[src/rtl/mem_ram_responder_pkg.sv]
// Purpose: shared types and constants for the MEM-stage RAM responder.
// Latency: n/a (declarations only).
// Backpressure: n/a.
package mem_ram_responder_pkg;

   localparam int MEM_ADDR_W      = 32;
   localparam int MEM_ADDR_HIGH_W = MEM_ADDR_W - 2;
   localparam int MEM_SEL_W       = 4;
   localparam int MEM_WORD_W      = 32;

   typedef logic [MEM_SEL_W-1:0]       mem_sel_bus_t;
   typedef logic [MEM_ADDR_HIGH_W-1:0] mem_addr_high_bus_t;

   localparam logic [MEM_WORD_W-1:0] ZERO_WORD = '0;

   // Responder FSM: BUSY walks the four byte lanes, TAIL waits out the
   // read latency of the last lane, DONE pulses the response.
   typedef enum logic [1:0] {
      RSP_IDLE = 2'd0,
      RSP_BUSY = 2'd1,
      RSP_TAIL = 2'd2,
      RSP_DONE = 2'd3
   } rsp_state_e;

   // Pick byte lane 'lane' out of a 32-bit word.
   function automatic logic [7:0] word_byte(input logic [MEM_WORD_W-1:0] w,
                                            input logic [1:0]            lane);
      return w[8*lane +: 8];
   endfunction

endpackage

[src/rtl/mem_ram_responder_if.sv]
// Purpose: pipeline-request / response / byte-SRAM bundle for the RAM responder.
// Latency: n/a (wires only).
// Backpressure: stall_o holds the pipeline request; SRAM side has none.
interface mem_ram_responder_if #(
   parameter int ADDR_W = 32
);
   // pipeline request (from EX/MEM register)
   logic              req_read;
   logic              req_write;
   logic [ADDR_W-3:0] req_addr;
   logic [3:0]        req_sel;
   logic [31:0]       req_wdata;
   // pipeline response
   logic              stall_o;
   logic              resp_valid;
   logic [31:0]       resp_rdata;
   // byte-wide synchronous SRAM
   logic              sram_en;
   logic              sram_we;
   logic [ADDR_W-1:0] sram_addr;
   logic [7:0]        sram_wdata;
   logic [7:0]        sram_rdata;

   // responder view
   modport slave (
      input  req_read, req_write, req_addr, req_sel, req_wdata, sram_rdata,
      output stall_o, resp_valid, resp_rdata,
      output sram_en, sram_we, sram_addr, sram_wdata
   );

   // pipeline + SRAM view
   modport master (
      output req_read, req_write, req_addr, req_sel, req_wdata, sram_rdata,
      input  stall_o, resp_valid, resp_rdata,
      input  sram_en, sram_we, sram_addr, sram_wdata
   );

endinterface

[src/rtl/mem_ram_responder.sv]
// Purpose: serialise a word RAM request into four byte accesses on a byte-wide SRAM.
// Latency: write response 5 cycles, read response 6 cycles after the request is seen.
// Backpressure: stall_o holds the pipeline until the response cycle; fixed latency.
module mem_ram_responder
   import mem_ram_responder_pkg::*;
#(
   parameter int ADDR_W = MEM_ADDR_W
) (
   input  logic                  clk,
   input  logic                  rst,
   mem_ram_responder_if.slave    bus
);

   rsp_state_e        state_q, state_d;
   logic [1:0]        lane_q, lane_d;
   logic [ADDR_W-3:0] addr_q, addr_d;
   mem_sel_bus_t      sel_q, sel_d;
   logic [31:0]       wdata_q, wdata_d;
   logic              wr_q, wr_d;
   logic [31:0]       rdata_q, rdata_d;
   // a read byte issued in lane cap_lane_q arrives on sram_rdata this cycle
   logic              cap_vld_q, cap_vld_d;
   logic [1:0]        cap_lane_q, cap_lane_d;

   logic              req_active;
   logic              stall;
   logic              resp_vld;
   logic              en;
   logic              we;
   logic [ADDR_W-1:0] addr;
   logic [7:0]        wbyte;

   // A request with no lanes selected is a no-op and never stalls.
   assign req_active = (bus.req_read | bus.req_write) & (bus.req_sel != '0);

   // State, lane counter and latched request registers.
   always_ff @(posedge clk) begin
      if (rst) begin
         state_q    <= RSP_IDLE;
         lane_q     <= 2'd0;
         addr_q     <= '0;
         sel_q      <= '0;
         wdata_q    <= '0;
         wr_q       <= 1'b0;
         rdata_q    <= ZERO_WORD;
         cap_vld_q  <= 1'b0;
         cap_lane_q <= 2'd0;
      end else begin
         state_q    <= state_d;
         lane_q     <= lane_d;
         addr_q     <= addr_d;
         sel_q      <= sel_d;
         wdata_q    <= wdata_d;
         wr_q       <= wr_d;
         rdata_q    <= rdata_d;
         cap_vld_q  <= cap_vld_d;
         cap_lane_q <= cap_lane_d;
      end
   end

   // Next-state, read-byte capture and SRAM/pipeline output decode.
   always_comb begin
      state_d    = state_q;
      lane_d     = lane_q;
      addr_d     = addr_q;
      sel_d      = sel_q;
      wdata_d    = wdata_q;
      wr_d       = wr_q;
      rdata_d    = rdata_q;
      cap_vld_d  = 1'b0;
      cap_lane_d = lane_q;
      stall      = 1'b0;
      resp_vld   = 1'b0;
      en         = 1'b0;
      we         = 1'b0;
      addr       = '0;
      wbyte      = 8'h00;

      if (cap_vld_q) begin
         rdata_d[8*cap_lane_q +: 8] = bus.sram_rdata;
      end

      case (state_q)
         RSP_IDLE: begin
            stall = req_active;
            if (req_active) begin
               addr_d  = bus.req_addr;
               sel_d   = bus.req_sel;
               wdata_d = bus.req_wdata;
               wr_d    = bus.req_write;   // write wins when both are set
               rdata_d = ZERO_WORD;
               lane_d  = 2'd0;
               state_d = RSP_BUSY;
            end
         end
         RSP_BUSY: begin
            stall      = 1'b1;
            en         = sel_q[lane_q];
            we         = wr_q;
            addr       = {addr_q, lane_q};
            wbyte      = word_byte(wdata_q, lane_q);
            cap_vld_d  = ~wr_q & sel_q[lane_q];
            cap_lane_d = lane_q;
            lane_d     = lane_q + 2'd1;
            if (lane_q == 2'd3) begin
               state_d = wr_q ? RSP_DONE : RSP_TAIL;
            end
         end
         RSP_TAIL: begin
            stall   = 1'b1;
            state_d = RSP_DONE;
         end
         RSP_DONE: begin
            resp_vld = 1'b1;
            state_d  = RSP_IDLE;
         end
         default: begin
            state_d = RSP_IDLE;
         end
      endcase
   end

   // While rst is held nothing reaches the SRAM or the pipeline, so a
   // reset during a write stops it at the current lane.
   assign bus.stall_o    = stall & ~rst;
   assign bus.resp_valid = resp_vld & ~rst;
   assign bus.resp_rdata = rdata_q;
   assign bus.sram_en    = en & ~rst;
   assign bus.sram_we    = we & ~rst;
   assign bus.sram_addr  = rst ? '0 : addr;
   assign bus.sram_wdata = rst ? 8'h00 : wbyte;

endmodule

[src/flat_wrapper.sv]
// flat-port wrapper written by rule: the top's interface ports become plain ports
module mem_ram_responder_flat import mem_ram_responder_pkg::*;
#(
   parameter int ADDR_W = MEM_ADDR_W
)
  (clk, rst, bus_req_read, bus_req_write, bus_req_addr, bus_req_sel, bus_req_wdata, bus_sram_rdata, bus_stall_o, bus_resp_valid, bus_resp_rdata, bus_sram_en, bus_sram_we, bus_sram_addr, bus_sram_wdata);
  mem_ram_responder_if #(.ADDR_W(ADDR_W)) bus_i ();
  input  logic clk;
  input  logic rst;
  input wire logic [$bits(bus_i.req_read)-1:0] bus_req_read;
  input wire logic [$bits(bus_i.req_write)-1:0] bus_req_write;
  input wire logic [$bits(bus_i.req_addr)-1:0] bus_req_addr;
  input wire logic [$bits(bus_i.req_sel)-1:0] bus_req_sel;
  input wire logic [$bits(bus_i.req_wdata)-1:0] bus_req_wdata;
  input wire logic [$bits(bus_i.sram_rdata)-1:0] bus_sram_rdata;
  output wire logic [$bits(bus_i.stall_o)-1:0] bus_stall_o;
  output wire logic [$bits(bus_i.resp_valid)-1:0] bus_resp_valid;
  output wire logic [$bits(bus_i.resp_rdata)-1:0] bus_resp_rdata;
  output wire logic [$bits(bus_i.sram_en)-1:0] bus_sram_en;
  output wire logic [$bits(bus_i.sram_we)-1:0] bus_sram_we;
  output wire logic [$bits(bus_i.sram_addr)-1:0] bus_sram_addr;
  output wire logic [$bits(bus_i.sram_wdata)-1:0] bus_sram_wdata;
  assign bus_i.req_read = bus_req_read;
  assign bus_i.req_write = bus_req_write;
  assign bus_i.req_addr = bus_req_addr;
  assign bus_i.req_sel = bus_req_sel;
  assign bus_i.req_wdata = bus_req_wdata;
  assign bus_i.sram_rdata = bus_sram_rdata;
  assign bus_stall_o = bus_i.stall_o;
  assign bus_resp_valid = bus_i.resp_valid;
  assign bus_resp_rdata = bus_i.resp_rdata;
  assign bus_sram_en = bus_i.sram_en;
  assign bus_sram_we = bus_i.sram_we;
  assign bus_sram_addr = bus_i.sram_addr;
  assign bus_sram_wdata = bus_i.sram_wdata;
  mem_ram_responder #(.ADDR_W(ADDR_W)) u_core (.clk(clk), .rst(rst), .bus(bus_i));
endmodule
[config.mk]
export PLATFORM = sky130hd
export DESIGN_NAME = mem_ram_responder_flat
export DESIGN_NICKNAME = d
export VERILOG_FILES = /design/src/rtl/mem_ram_responder_pkg.sv /design/src/rtl/mem_ram_responder_if.sv /design/src/rtl/mem_ram_responder.sv /design/src/flat_wrapper.sv
export SDC_FILE = /design/constraint.sdc
export NUM_CORES = 1
export LEC_CHECK = 0
export CAP_MARGIN = 25
export CORE_ASPECT_RATIO = 0.9
export CORE_UTILIZATION = 50
export CTS_CLUSTER_DIAMETER = 120
export DETAILED_ROUTE_END_ITERATION = 16
export GPL_ROUTABILITY_DRIVEN = 0
export MAX_ROUTING_LAYER = met4
export PLACE_DENSITY = 0.88
export SLEW_MARGIN = 0
export SYNTH_ARGS = -nofsm -noshare
export SYNTH_HDL_FRONTEND = slang
export SYNTH_SLANG_ARGS = --single-unit
[constraint.sdc]
create_clock -name clk -period 5.8 [get_ports clk]
set_clock_uncertainty 0.2 [all_clocks]
set_input_delay 0.58 -clock clk [delete_from_list [all_inputs] [get_ports clk]]
set_output_delay 0.58 -clock clk [all_outputs]
set_load 0.03 [all_outputs]
# --- Yosys cells after proc, flatten, opt, wreduce, memory -nomap -nowiden ---
# Index checks and enable logic that the tools add are counted.
totals:
  reg_bits: 106
  input_bits: 78
  out_inout_bits: 76
  elab_cells: 59
op_classes:
  n_addsub: 2
  n_lt_le_gt_ge: 1
  eq_ne: 6
  shift: 3
  mux: 20
  n_bitwise: 10
  reduce_logical: 8
ops:
  columns: ["op", "n"]
  rows:
  - ["32-bit 2-to-1 mux", 5]
  - ["5-bit negation with 34-bit output", 1]
  - ["8-bit by 34-bit variable shift with 32-bit output (first input constant)", 1]
  - ["8-bit by 34-bit indexed part select with 32-bit output", 1]
  - ["32-bit bitwise mux", 1]
  - ["32-bit by 6-bit indexed part select with 8-bit output", 1]
  - ["8-bit 2-to-1 mux", 2]
  - ["2-bit case mux with 4 select lines", 1]
  - ["1-bit bitwise AND", 6]
  - ["2-bit equality test (second input constant)", 3]
  - ["2-bit 2-to-1 mux", 3]
  - ["2-bit AND reduction", 3]
  - ["1-bit 2-to-1 mux", 5]
  - ["2-bit by 1-bit != test with 1-bit output (second input constant)", 2]
  - ["2-bit case mux with 2 select lines", 1]
  - ["4-bit nonzero test", 1]
  - ["2-bit OR reduction", 2]
  - ["2-bit by 3-bit < comparator with 1-bit output (second input constant)", 1]
  - ["1-bit inverter", 3]
  - ["2-bit by 1-bit adder with 2-bit output (second input constant)", 1]
  - ["1-bit binary-select mux with 2-bit select", 1]
  - ["2-bit by 1-bit equality test with 1-bit output (second input constant)", 1]
  - ["2-bit logical NOT", 1]
  - ["1-bit case mux with 2 select lines", 1]
  - ["2 further kinds", 2]

# --- Longest topological paths before layout ---
# Gate-level depths: netlist (run 1).
depth:
  ltp_word: 6
  ltp_mapped: 7
  mapped_depth_nobuf: 5

# --- Least setup slack after synthesis (run 1) ---
# OpenSTA, ideal clock, no wires.
synth_path:
  path_kind: "register to output"
  startpoint: "register u_core.state_q[0]"
  endpoint: "output port bus_stall_o"
  arrival_time_ps: 1796
  t_required_ps: 5020
  slack_ps: 3224
  path_stages_with_launch: 7
  n_path_buf: 1
  path_cell_list: "dfxtp_1 -> inv_1 -> ha_1 -> o21a_1 -> buf_4 -> a21oi_1 -> nor3_1"
synth_via:
  elab_chain_len: 4
  elab_cells_between_ends: 6
  classes_between: "eq/ne: 2; mux: 1; bitwise: 1; reduce/logical: 2"
synth_lines:
  columns: ["element", "line_no", "source"]
  rows:
  - ["from (decl)", "mem_ram_responder.sv:14", "rsp_state_e state_q, state_d;"]
  - ["from (signal assigned)", "mem_ram_responder.sv:49", "state_q <= state_d;"]
  - ["2-bit equality test or 2-bit by 1-bit equality test with 1-bit output (tied branches)", "mem_ram_responder.sv:83", "case (state_q)"]
  - ["2-bit OR reduction (no source line)", null, null]
  - ["1-bit case mux with 2 select lines *", "mem_ram_responder.sv:83", null]
  - ["1-bit bitwise AND *", "mem_ram_responder.sv:125", "assign bus.stall_o = stall & ~rst;"]
  - ["to (decl)", "flat_wrapper.sv:16", "output wire logic [$bits(bus_i.stall_o)-1:0] bus_stall_o;"]
# Every way passes the cells marked *; elsewhere a longest branch is shown, timed or not.

# --- Worst setup path in the final report (run 1) ---
layout_path:
  startpoint: "input port bus_req_sel[0]"
  endpoint: "output port bus_stall_o"
layout_via:
  elab_chain_len: 4
layout_lines:
  columns: ["element", "line_no", "source"]
  rows:
  - ["from (decl)", "flat_wrapper.sv:13", "input wire logic [$bits(bus_i.req_sel)-1:0] bus_req_sel;"]
  - ["4-bit nonzero test", "mem_ram_responder.sv:34", "assign req_active = (bus.req_read | bus.req_write) & (bus.req_sel != '0);"]
  - ["1-bit bitwise AND", "mem_ram_responder.sv:34", null]
  - ["1-bit case mux with 2 select lines", "mem_ram_responder.sv:83", null]
  - ["1-bit bitwise AND", "mem_ram_responder.sv:125", null]
# No other way between the ends.

==> results of run 1 <==
[where the power goes]
part | switching [mW] | internal (mW) | leakage (nW)
Combinational | 0.445 | 0.312 | 1.28
Clock | 0.250 | 0.159 | 0.0762
Sequential | 0.0874 | 0.853 | 0.867
Total | 0.783 | 1.32 | 2.23
[path summary, 6_finish.rpt]
kind	slack, ns	start	to	depth (start not counted)
setup / recovery	2.05	bus_req_sel[0]	bus_stall_o	5
hold / removal	0.27	u_core.bus.resp_rdata[8]	u_core.bus.resp_rdata[8]	2
setup reg to reg	3.26	u_core.cap_lane_q[0]	u_core.bus.resp_rdata[25]	5
hold reg to reg	0.27	u_core.bus.resp_rdata[8]	u_core.bus.resp_rdata[8]	2
[registers in the layout (all words and copies together) (netlist names)]
register / flops
u_core.cap_lane_d: 2
u_core.addr_q: 30
u_core.wr_q: 1
u_core.wdata_q: 32
u_core.sel_q: 4
u_core.cap_vld_q: 1
u_core.bus.resp_rdata: 32
u_core.state_q: 2
u_core.cap_lane_q: 2
[critical path, delay by kind of cell]
kind,cells,cell delay [ns]
simple gates,2,0.98
buf+inv,2,1.13
compound gates,1,0.25
[layer usage]
metal | share of wire (%) | up-vias | wire length [um]
met3 | 6.3 | 25 | 851
met2 | 48 | 192 | 6440
met1 | 44 | 2237 | 5910
met4 | 2.0 | 0 | 272
li1 | - | 2169 | -
met5 | 0 | - | 0
[final cells by class]
class | instances | area [um2]
clock buffer | 11 | 131
clock inverter | 5 | 40.0
fill | 698 | 2800
inverter | 6 | 22.5
multi-input combinational | 375 | 2350
sequential | 106 | 2120
tap | 122 | 153
timing repair buffer | 160 | 1590
[cells by family after synthesis]
group	share of synthesized area, %
AO/OA/AOI/OAI	21.0
adder cells (fa/ha/maj)	2.88
buffers and inverters	6.63
flip-flops	44.4
multiplexers	4.66
AND/OR/NAND/NOR	20.3
[placed cells by master (no fill, tap or decap), types with 2 or more instances in the layout]
cell and n:
a21oi_1 76, a32o_1 2, a32oi_1 24, and2_1 43
and4b_1 2, buf_2 2, buf_4 4, buf_8 2
clkbuf_1 2, clkbuf_8 9, clkdlybuf4s50_1 152, clkinvlp_4 3
dfxtp_1 106, ha_1 11, inv_1 5, mux2i_1 2
mux4_2 9, nand2_1 19, nand3_1 63, nand4_1 2
nand4b_1 6, nor2_1 26, nor2b_1 7, o21ai_0 68
==> results.txt, run 1 <==
Status -> complete, no violations
Crit-path cells -> clkdlybuf4s50_1 -> or4_4 -> a21oi_1 -> nor3_1 -> clkdlybuf4s50_1
Final TNS setup -> 0 ns
Avg Inst Size Synth -> 8.86 um2
Placed Cells -> 768
Number of synthesis warnings -> 0
Port buffer count -> 153
Leading area contributor after synthesis -> dfxtp_1
GRT met2 Usage -> 45.1%
Fin area -> 6410 um2
Die width -> 105 um
Vias per cell -> 5.89
Ant diodes -> 0
Power per standard cell area -> 329 nW/um2
Placement Setup Slack -> 2.10 ns
Hold Vio Cnt, Final -> 0
Hold crit path type -> flop to flop
Placed inst area -> 6230 um2
Die ar. -> 9940 um2
Max-slew violation count -> 0
Initial DRC count -> 285
CP max FO -> 65
Rel. slew slack -> 49.7%
Die height -> 94.7 um
Vias in the first global route -> 4300
Top cells by count, synth -> dfxtp_1, a21oi_1, o21ai_0, nand3_1, and2_1
Layout cell share with drive strength beyond 1 -> 5.88%
P_leak -> 2.23 nW
Worst EP arrival -> 2.97 ns
Final setup margin -> 2.05 ns
Total GRT Usage -> 27.8%
Most numerous cell on the critical path -> clkdlybuf4s50_1
Worst skew pair latency -> 0.36 ns
First-pass GRT wire length -> 21200 um
Achievable Freq -> 267 MHz
Setup CP Type -> primary input to output port
Rows -> 33
Largest net degree at the start of global routing -> 74
Routed WL -> 13500 um
# setup viols final -> 0
1st-pass router iterations -> 4
Ranking of synthesized cells by area -> dfxtp_1, a21oi_1, o21ai_0
Clk buf depth -> 2
Core Util, Final -> 69.6%
Clock-pin slew on the worst setup and hold paths -> 0.10 ns
Synth Cell Area -> 4770 um2
Worst Tran Pin Value -> 0.754 ns
Num ports -> 154
Worst Setup Start Kind -> primary input
Hold_ws -> 0.267 ns
H-tree Lvls -> 3
Slowest stage delay, CP -> 0.91 ns
Wirelength per Cell -> 17.2 um
Syn Nets -> 628
Top cell type's share of synthesized area -> 44.4%
TritonCTS clock tree -> done
Clock sink count -> 106
Final nets -> 747
Unrepaired setup endpoints after global routing -> false
Sequential share of the synthesized area -> 44.4%
DRT antenna net count -> 0
Area Growth Syn to Fin -> 34.3%
Total setup buffers inserted after CTS -> 0
Yosys cell types -> 38
Min cycle time layout -> 3.75 ns
#FFs+latches synth -> 106
Fin crit share -> 64.6%
Dpl hpwl -> 8960 um
DRC Markers -> 0
Grt met1 use -> 34.9%
WP data required -> 5.02 ns
Grt ovf -> 0
CP max stage cell -> or4_4
Root Driver -> clkbuf_8
Post-Syn Instances -> 539
Top FF cell, synth -> dfxtp_1
Core region area -> 9210 um2
Max Cap Violations -> 0
CP Capture Type -> output port
Initial cell density of the core -> 51.9%
Maximum VDD drop -> 0.000218 V
Count leader, synth -> dfxtp_1
Vias post-DR -> 4623
Power Total -> 2.11 mW
Antenna violations before repair -> 0
CTS-repair resized insts -> 0
CTS Buf Count -> 9
Non-Filler Instances -> 785
Most used routing layer -> met2
Hold buffer count at cts -> 0
GRT met3 Usage -> 6.28%
EDFF count, synth -> 0
Ys async rst share -> 0%
Power figures use the tool's default switching activity.
==> run 2, diff against run 1 <==
--- a/config.mk
+++ b/config.mk
@@ -7,12 +7,12 @@
 export LEC_CHECK = 0
 export CAP_MARGIN = 25
 export CORE_ASPECT_RATIO = 0.9
-export CORE_UTILIZATION = 50
+export CORE_UTILIZATION = 46
 export CTS_CLUSTER_DIAMETER = 120
 export DETAILED_ROUTE_END_ITERATION = 16
 export GPL_ROUTABILITY_DRIVEN = 0
 export MAX_ROUTING_LAYER = met4
-export PLACE_DENSITY = 0.88
+export PLACE_DENSITY = 0.82
 export SLEW_MARGIN = 0
 export SYNTH_ARGS = -nofsm -noshare
 export SYNTH_HDL_FRONTEND = slang
==> constraint.sdc (replaced) <==
create_clock -name clk -period 3.71 [get_ports clk]
set_clock_uncertainty 0.2 [all_clocks]
set_input_delay 0.371 -clock clk [delete_from_list [all_inputs] [get_ports clk]]
set_output_delay 0.371 -clock clk [all_outputs]
set_load 0.03 [all_outputs]
==> run 2 against run 1 <==
  * Clock power rose by 130%
  * Clock-buffer cell count did not move
  * Critical path depth fell by 2
  * Core utilization down 3.1 points
  * Register-to-register slack worse by 2.1 ns
  * Flip-flop and latch count is the same
  * Critical path type is now flop to output port
  * Critical endpoint is now bus_sram_en
  * Highest routed layer unchanged
==> results.txt, run 2 (synthesized netlist as in run 1, its figures left out) <==
Largest net degree at the start of global routing -> 68 (-8.1%)
Power per standard cell area -> 547 nW/um2 (+67%)
Crit Reg-Reg Startpoint -> u_core.cap_lane_q[0]
R2r setup slk -> 1.11 ns (-2.15 ns)
1st-pass router iterations -> 5 (+1)
Most common cell after layout, fill and taps aside -> clkdlybuf4s50_1
Power Total -> 3.59 mW (+71%)
P_leak -> 2.30 nW (+3.3%)
Rel. slew slack -> 51.8% (+2.1 points)
CTS Buf Count -> 9 (unchanged)
Clock-pin slew on the worst setup and hold paths -> 0.07 ns (-0.03 ns)
Total GRT Usage -> 26.5% (-1.3 points)
Clk pwr share -> 26.0% (+6.6 points)
CP Capture Type -> output port
Worst r2r dst -> u_core.bus.resp_rdata[18]
Port buffer count -> 153 (unchanged)
Die ar. -> 10800 um2 (+8.5%)
Vias post-DR -> 4610 (-0.28%)
Initial DRC count -> 346 (+21%)
# setup viols final -> 0 (unchanged)
FILL cells -> 786 (+13%)
Hold_ws -> 0.254 ns (-0.0130 ns)
DRC Markers -> 0 (unchanged)
Clock sink count -> 106 (unchanged)
Unrepaired setup endpoints after global routing -> false
Hold Startpoint -> u_core.bus.resp_rdata[14]
Max-slew violation count -> 0 (unchanged)
First-pass GRT wire length -> 21700 um (+2.5%)
Worst Setup Start Kind -> flop
Placed inst area -> 6270 um2 (+0.52%)
Antenna violations before repair -> 0 (unchanged)
Hold EP -> u_core.bus.resp_rdata[14]
Initial cell density of the core -> 48.4% (-3.5 points)
Reg power frac -> 41.1% (-3.5 points)
Pint -> 2.36 mW (+78%)
Root Driver -> clkbuf_16
CTS-repair resized insts -> 0 (unchanged)
Dpl hpwl -> 9180 um (+2.4%)
Grt ovf -> 0 (unchanged)
Core Util, Final -> 66.5% (-3.1 points)
Area of the multi-input gates -> 2350 um2 (unchanged)
P_sw -> 1.24 mW (+58%)
Hold buffer count at cts -> 0 (unchanged)
Gate power share -> 32.9% (-3.0 points)
Rows -> 34 (+3.0%)
Layout cell share with drive strength beyond 1 -> 6.17% (+0.28 points)
Worst Tran Pin Value -> 0.722 ns (-0.0321 ns)
DRT antenna net count -> 0 (unchanged)
Status -> complete, no violations
Die height -> 98.7 um (+4.2%)
TritonCTS clock tree -> done
Worst skew pair latency -> 0.33 ns (-0.03 ns)
Wirelength per Cell -> 17.2 um (+0.42%)
Hold Vio Cnt, Final -> 0 (unchanged)
Final nets -> 749 (+0.27%)
Core region area -> 9870 um2 (+7.2%)
Area Growth Syn to Fin -> 37.4%
Total setup buffers inserted after CTS -> 0 (unchanged)
Commonest non-fill, non-tap cells in the layout -> clkdlybuf4s50_1, dfxtp_1, a21oi_1
CP max FO -> 13 (-80%)
Register area -> 2120 um2 (unchanged)
Num ports -> 154 (unchanged)
Sw Share -> 34.4% (-2.7 points)
Clk buf depth -> 2 (unchanged)
Worst EP arrival -> 2.50 ns (-0.47 ns)
Ant diodes -> 0 (unchanged)
Die width -> 109 um (+4.2%)
Min cycle time layout -> 3.07 ns
Maximum VDD drop -> 0.000428 V (+96%)
WP data required -> 3.14 ns (-1.88 ns)
Vias in the first global route -> 4296 (-0.093%)
Final TNS setup -> 0 ns (unchanged)
R2R cell count -> 5 (unchanged)
Fin crit share -> 82.8%
Max Cap Violations -> 0 (unchanged)
Routed WL -> 13600 um (+1.2%)
H-tree Lvls -> 3 (unchanged)
Achievable Freq -> 326 MHz
Vias per cell -> 5.83 (-1.0%)
Min-Delay Path Depth -> 2 (unchanged)
Fin area -> 6560 um2 (+2.4%)
Hold crit path type -> flop to flop
Setup CP Type -> flop to output port
[run 2: cell types whose count changed in the layout (fill, tap and decap cells not counted)]
cell / before / now
clkbuf_8: 9 / 0
buf_4: 4 / 8
buf_8: 2 / 0
buf_2: 2 / 1
bufinv_16: 0 / 1
buf_16: 0 / 1
clkbuf_16: 0 / 9
clkinvlp_4: 3 / 2
[run 2: per-layer routing]
metal / vias to the layer above / share of wire (%) / global-route usage, %
li1: 2185 / - / -
met1: 2212 / 44 / 36.3
met2: 184 / 47 / 39.3
met3: 29 / 7.0 / 4.63
met4: 0 / 2.0 / 9.23
met5: - / 0 / -
[run 2: power groups by stage]
stage	Sequential, mW	Combinational, mW	Clock, mW
after detailed placement	1.50	1.17	0
after global placement	1.48	1.12	0
final	1.48	1.18	0.933
after global routing	1.50	1.30	1.00
after floorplan	1.43	0.877	0
after CTS	1.47	1.17	0.954
[run 2: worst max-delay path by stage]
stage | from | to | slack [ns] | depth (start not counted)
3_5_place_dp | bus_req_sel[0] | bus_stall_o | 0.82 | 5
5_1_grt | u_core.cap_lane_d[0] | bus_sram_en | 0.51 | 3
2_1_floorplan | u_core.state_q[0] | bus_stall_o | 1.34 | 6
4_1_cts | u_core.cap_lane_d[0] | bus_sram_en | 0.60 | 3
6_report | u_core.cap_lane_d[0] | bus_sram_en | 0.64 | 3
3_3_place_gp | bus_req_sel[0] | bus_stall_o | 0.83 | 5
[run 2: final cells by class]
cell class              count  area share, %
multi-input cells         375           35.8
flip-flops and latches    106           32.3
repair buffers            162           24.6
clock buffers              11           3.55
well taps                 126           2.40
clock inverters             5          0.953
inverters                   6          0.343
[run 2: worst max-delay path: stages, from the launching register on]
cell	delay [ns]
dfxtp_1	0.79
mux4_2	0.59
and2_1	0.18
clkdlybuf4s50_1	0.61
[run 2: through the flow]
step           setup WS, ns  cells
2_1_floorplan          1.34    539
3_3_place_gp          0.834    774
3_5_place_dp          0.817    775
4_1_cts               0.597    791
5_1_grt               0.514    791
6_report              0.639    791
==> run 3, diff against run 2 <==
--- a/config.mk
+++ b/config.mk
@@ -7,12 +7,12 @@
 export LEC_CHECK = 0
 export CAP_MARGIN = 25
 export CORE_ASPECT_RATIO = 0.9
-export CORE_UTILIZATION = 46
+export CORE_UTILIZATION = 42
 export CTS_CLUSTER_DIAMETER = 120
 export DETAILED_ROUTE_END_ITERATION = 16
 export GPL_ROUTABILITY_DRIVEN = 0
 export MAX_ROUTING_LAYER = met4
-export PLACE_DENSITY = 0.82
+export PLACE_DENSITY = 0.79
 export SLEW_MARGIN = 0
 export SYNTH_ARGS = -nofsm -noshare
 export SYNTH_HDL_FRONTEND = slang
==> constraint.sdc (replaced) <==
create_clock -name clk -period 2.75 [get_ports clk]
set_clock_uncertainty 0.2 [all_clocks]
set_input_delay 0.275 -clock clk [delete_from_list [all_inputs] [get_ports clk]]
set_output_delay 0.275 -clock clk [all_outputs]
set_load 0.03 [all_outputs]
==> run 3 against run 2 <==
  * Clock-buffer cell count shrank 1
  * Critical path type unchanged
  * Design area grew 0.76%
  * Non-clock buffer count grew 8
  * Total power grew 37%
==> results.txt, run 3 (synthesized netlist as in run 1, its figures left out) <==
Dpl hpwl -> 9000 um (-2.0%)
CP max FO -> 18 (+5)
Achievable Freq -> 387 MHz
Max Cap Violations -> 0 (unchanged)
Largest net degree at the start of global routing -> 68 (unchanged)
Wirelength per Cell -> 16.1 um (-6.7%)
Core region area -> 10900 um2 (+11%)
CTS Buf Count -> 9 (unchanged)
Status -> complete, no violations
Worst Tran Pin Value -> 0.709 ns (-0.0130 ns)
FILL cells -> 947 (+20%)
Power per standard cell area -> 743 nW/um2 (+36%)
Die height -> 103 um (+4.6%)
Final TNS setup -> 0 ns (unchanged)
Hold Vio Cnt, Final -> 0 (unchanged)
Power Total -> 4.91 mW (+37%)
First-pass GRT wire length -> 21000 um (-3.3%)
Total GRT Usage -> 23.2% (-3.3 points)
Maximum VDD drop -> 0.000432 V (+0.97%)
Ant diodes -> 0 (unchanged)
Critical Path Source -> u_core.state_q[0]
Clock-pin slew on the worst setup and hold paths -> 0.06 ns (about the same)
Hold Startpoint -> rst
Setup CP Type -> flop to output port
H-tree Lvls -> 3 (unchanged)
Most common cell after layout, fill and taps aside -> clkdlybuf4s50_1
Vias post-DR -> 4585 (-0.54%)
Die ar. -> 11800 um2 (+9.3%)
P_leak -> 2.50 nW (+8.5%)
1st-pass router iterations -> 5 (unchanged)
Initial DRC count -> 393 (+14%)
Register area -> 2120 um2 (unchanged)
Worst EP arrival -> 2.11 ns (-0.39 ns)
Vias in the first global route -> 4304 (+0.19%)
CP max stage cell -> dfxtp_1
Crit Reg-Reg Startpoint -> u_core.cap_lane_q[0]
Unrepaired setup endpoints after global routing -> false
Clk buf depth -> 2 (unchanged)
Hold buffer count at cts -> 0 (unchanged)
Layout cell share with drive strength beyond 1 -> 11.0% (+4.8 points)
Routed WL -> 13300 um (-2.6%)
Critical path buffer and inverter count -> 2 (+1)
Fin area -> 6610 um2 (+0.76%)
Max-slew violation count -> 0 (unchanged)
Port buffer count -> 153 (unchanged)
DRT antenna net count -> 0 (unchanged)
Fin crit share -> 94.1%
CP Capture Type -> output port
Area Growth Syn to Fin -> 38.5%
# setup viols final -> 0 (unchanged)
Final nets -> 757 (+1.1%)
Grt ovf -> 0 (unchanged)
Min cycle time layout -> 2.59 ns
Hold crit path type -> primary input to flop
Clock sink count -> 106 (unchanged)
Rows -> 36 (+5.9%)
Root Driver -> clkbuf_16
Vias per cell -> 5.56 (-4.6%)
Area of the multi-input gates -> 2350 um2 (unchanged)
Crit-path cells -> ha_1 -> nor2b_2 -> buf_4 -> and2_1 -> dlygate4sd2_1
CP top delay family -> buffers and inverters
Num ports -> 154 (unchanged)
Worst Setup Start Kind -> flop
Slowest stage delay, CP -> 0.46 ns (-0.33 ns)
Initial cell density of the core -> 43.6% (-4.8 points)
Worst skew pair latency -> 0.34 ns (about the same)
DRC Markers -> 0 (unchanged)
Antenna violations before repair -> 0 (unchanged)
Total setup buffers inserted after CTS -> 0 (unchanged)
Die width -> 114 um (+4.6%)
TritonCTS clock tree -> done
Placed inst area -> 6310 um2 (+0.72%)
Commonest non-fill, non-tap cells in the layout -> clkdlybuf4s50_1, dfxtp_1, a21oi_1
Rel. slew slack -> 52.7% (+0.94 points)
WP data required -> 2.28 ns (-0.86 ns)
-- run 3: worst register-to-register path, cell delays in order (launching register included) --
cell and delay (ns):
dfxtp_1 0.58, clkinv_1 0.22, ha_1 0.39, nor2b_1 0.51, a32oi_1 0.22, nor2_1 0.12
-- run 3: area by class of cell --
class                      instances  share of cell area (%)
clock buffer                      10                    3.46
clock inverter                     6                    1.38
inverter                           6                   0.341
multi-input combinational        375                    35.6
sequential                       106                    32.1
tap                              152                    2.88
timing repair buffer             170                    24.3
-- run 3: where the power goes --
| part | internal (mW) | switching [mW] |
|---|---|---|
| registers | 1.80 | 0.154 |
| logic | 0.654 | 0.944 |
| clock network | 0.800 | 0.561 |
| total | 3.25 | 1.66 |
-- run 3: final timing paths --
| path | endpoint | slack [ns] | cells after the start |
|---|---|---|---|
| worst max-delay path | bus_sram_addr[13] | 0.16 | 5 |
| worst min-delay path | u_core.addr_q[16] | 0.20 | 2 |
| worst min register to register | u_core.bus.resp_rdata[15] | 0.25 | 2 |
| worst max register to register | u_core.bus.resp_rdata[18] | 0.43 | 5 |
-- run 3: layer usage --
metal	wire (um)	GRT usage, %	part of all wire [%]	vias to the layer above
li1	-	-	-	2187
met1	5810	29.5	44	2187
met2	6350	36.7	48	193
met3	949	5.64	7.2	18
met4	158	6.99	1.2	0
met5	0	-	0	-
-- run 3: per-stage QoR --
stage	std cells	utilization [%]	hold WS (ns)	worst slack (ns)
floorplan	539	-	0.211	0.479
global placement	808	57.5	0.242	0.156
detailed placement	809	57.7	0.243	0.148
CTS	825	60.4	0.177	0.0202
global route	825	60.4	0.181	0.0451
finish	825	60.4	0.196	0.163
-- run 3: timing repair --
action,CTS,global route
endpoints found under the setup margin,18,1
gates resized for setup,18,1
cloned,0,0
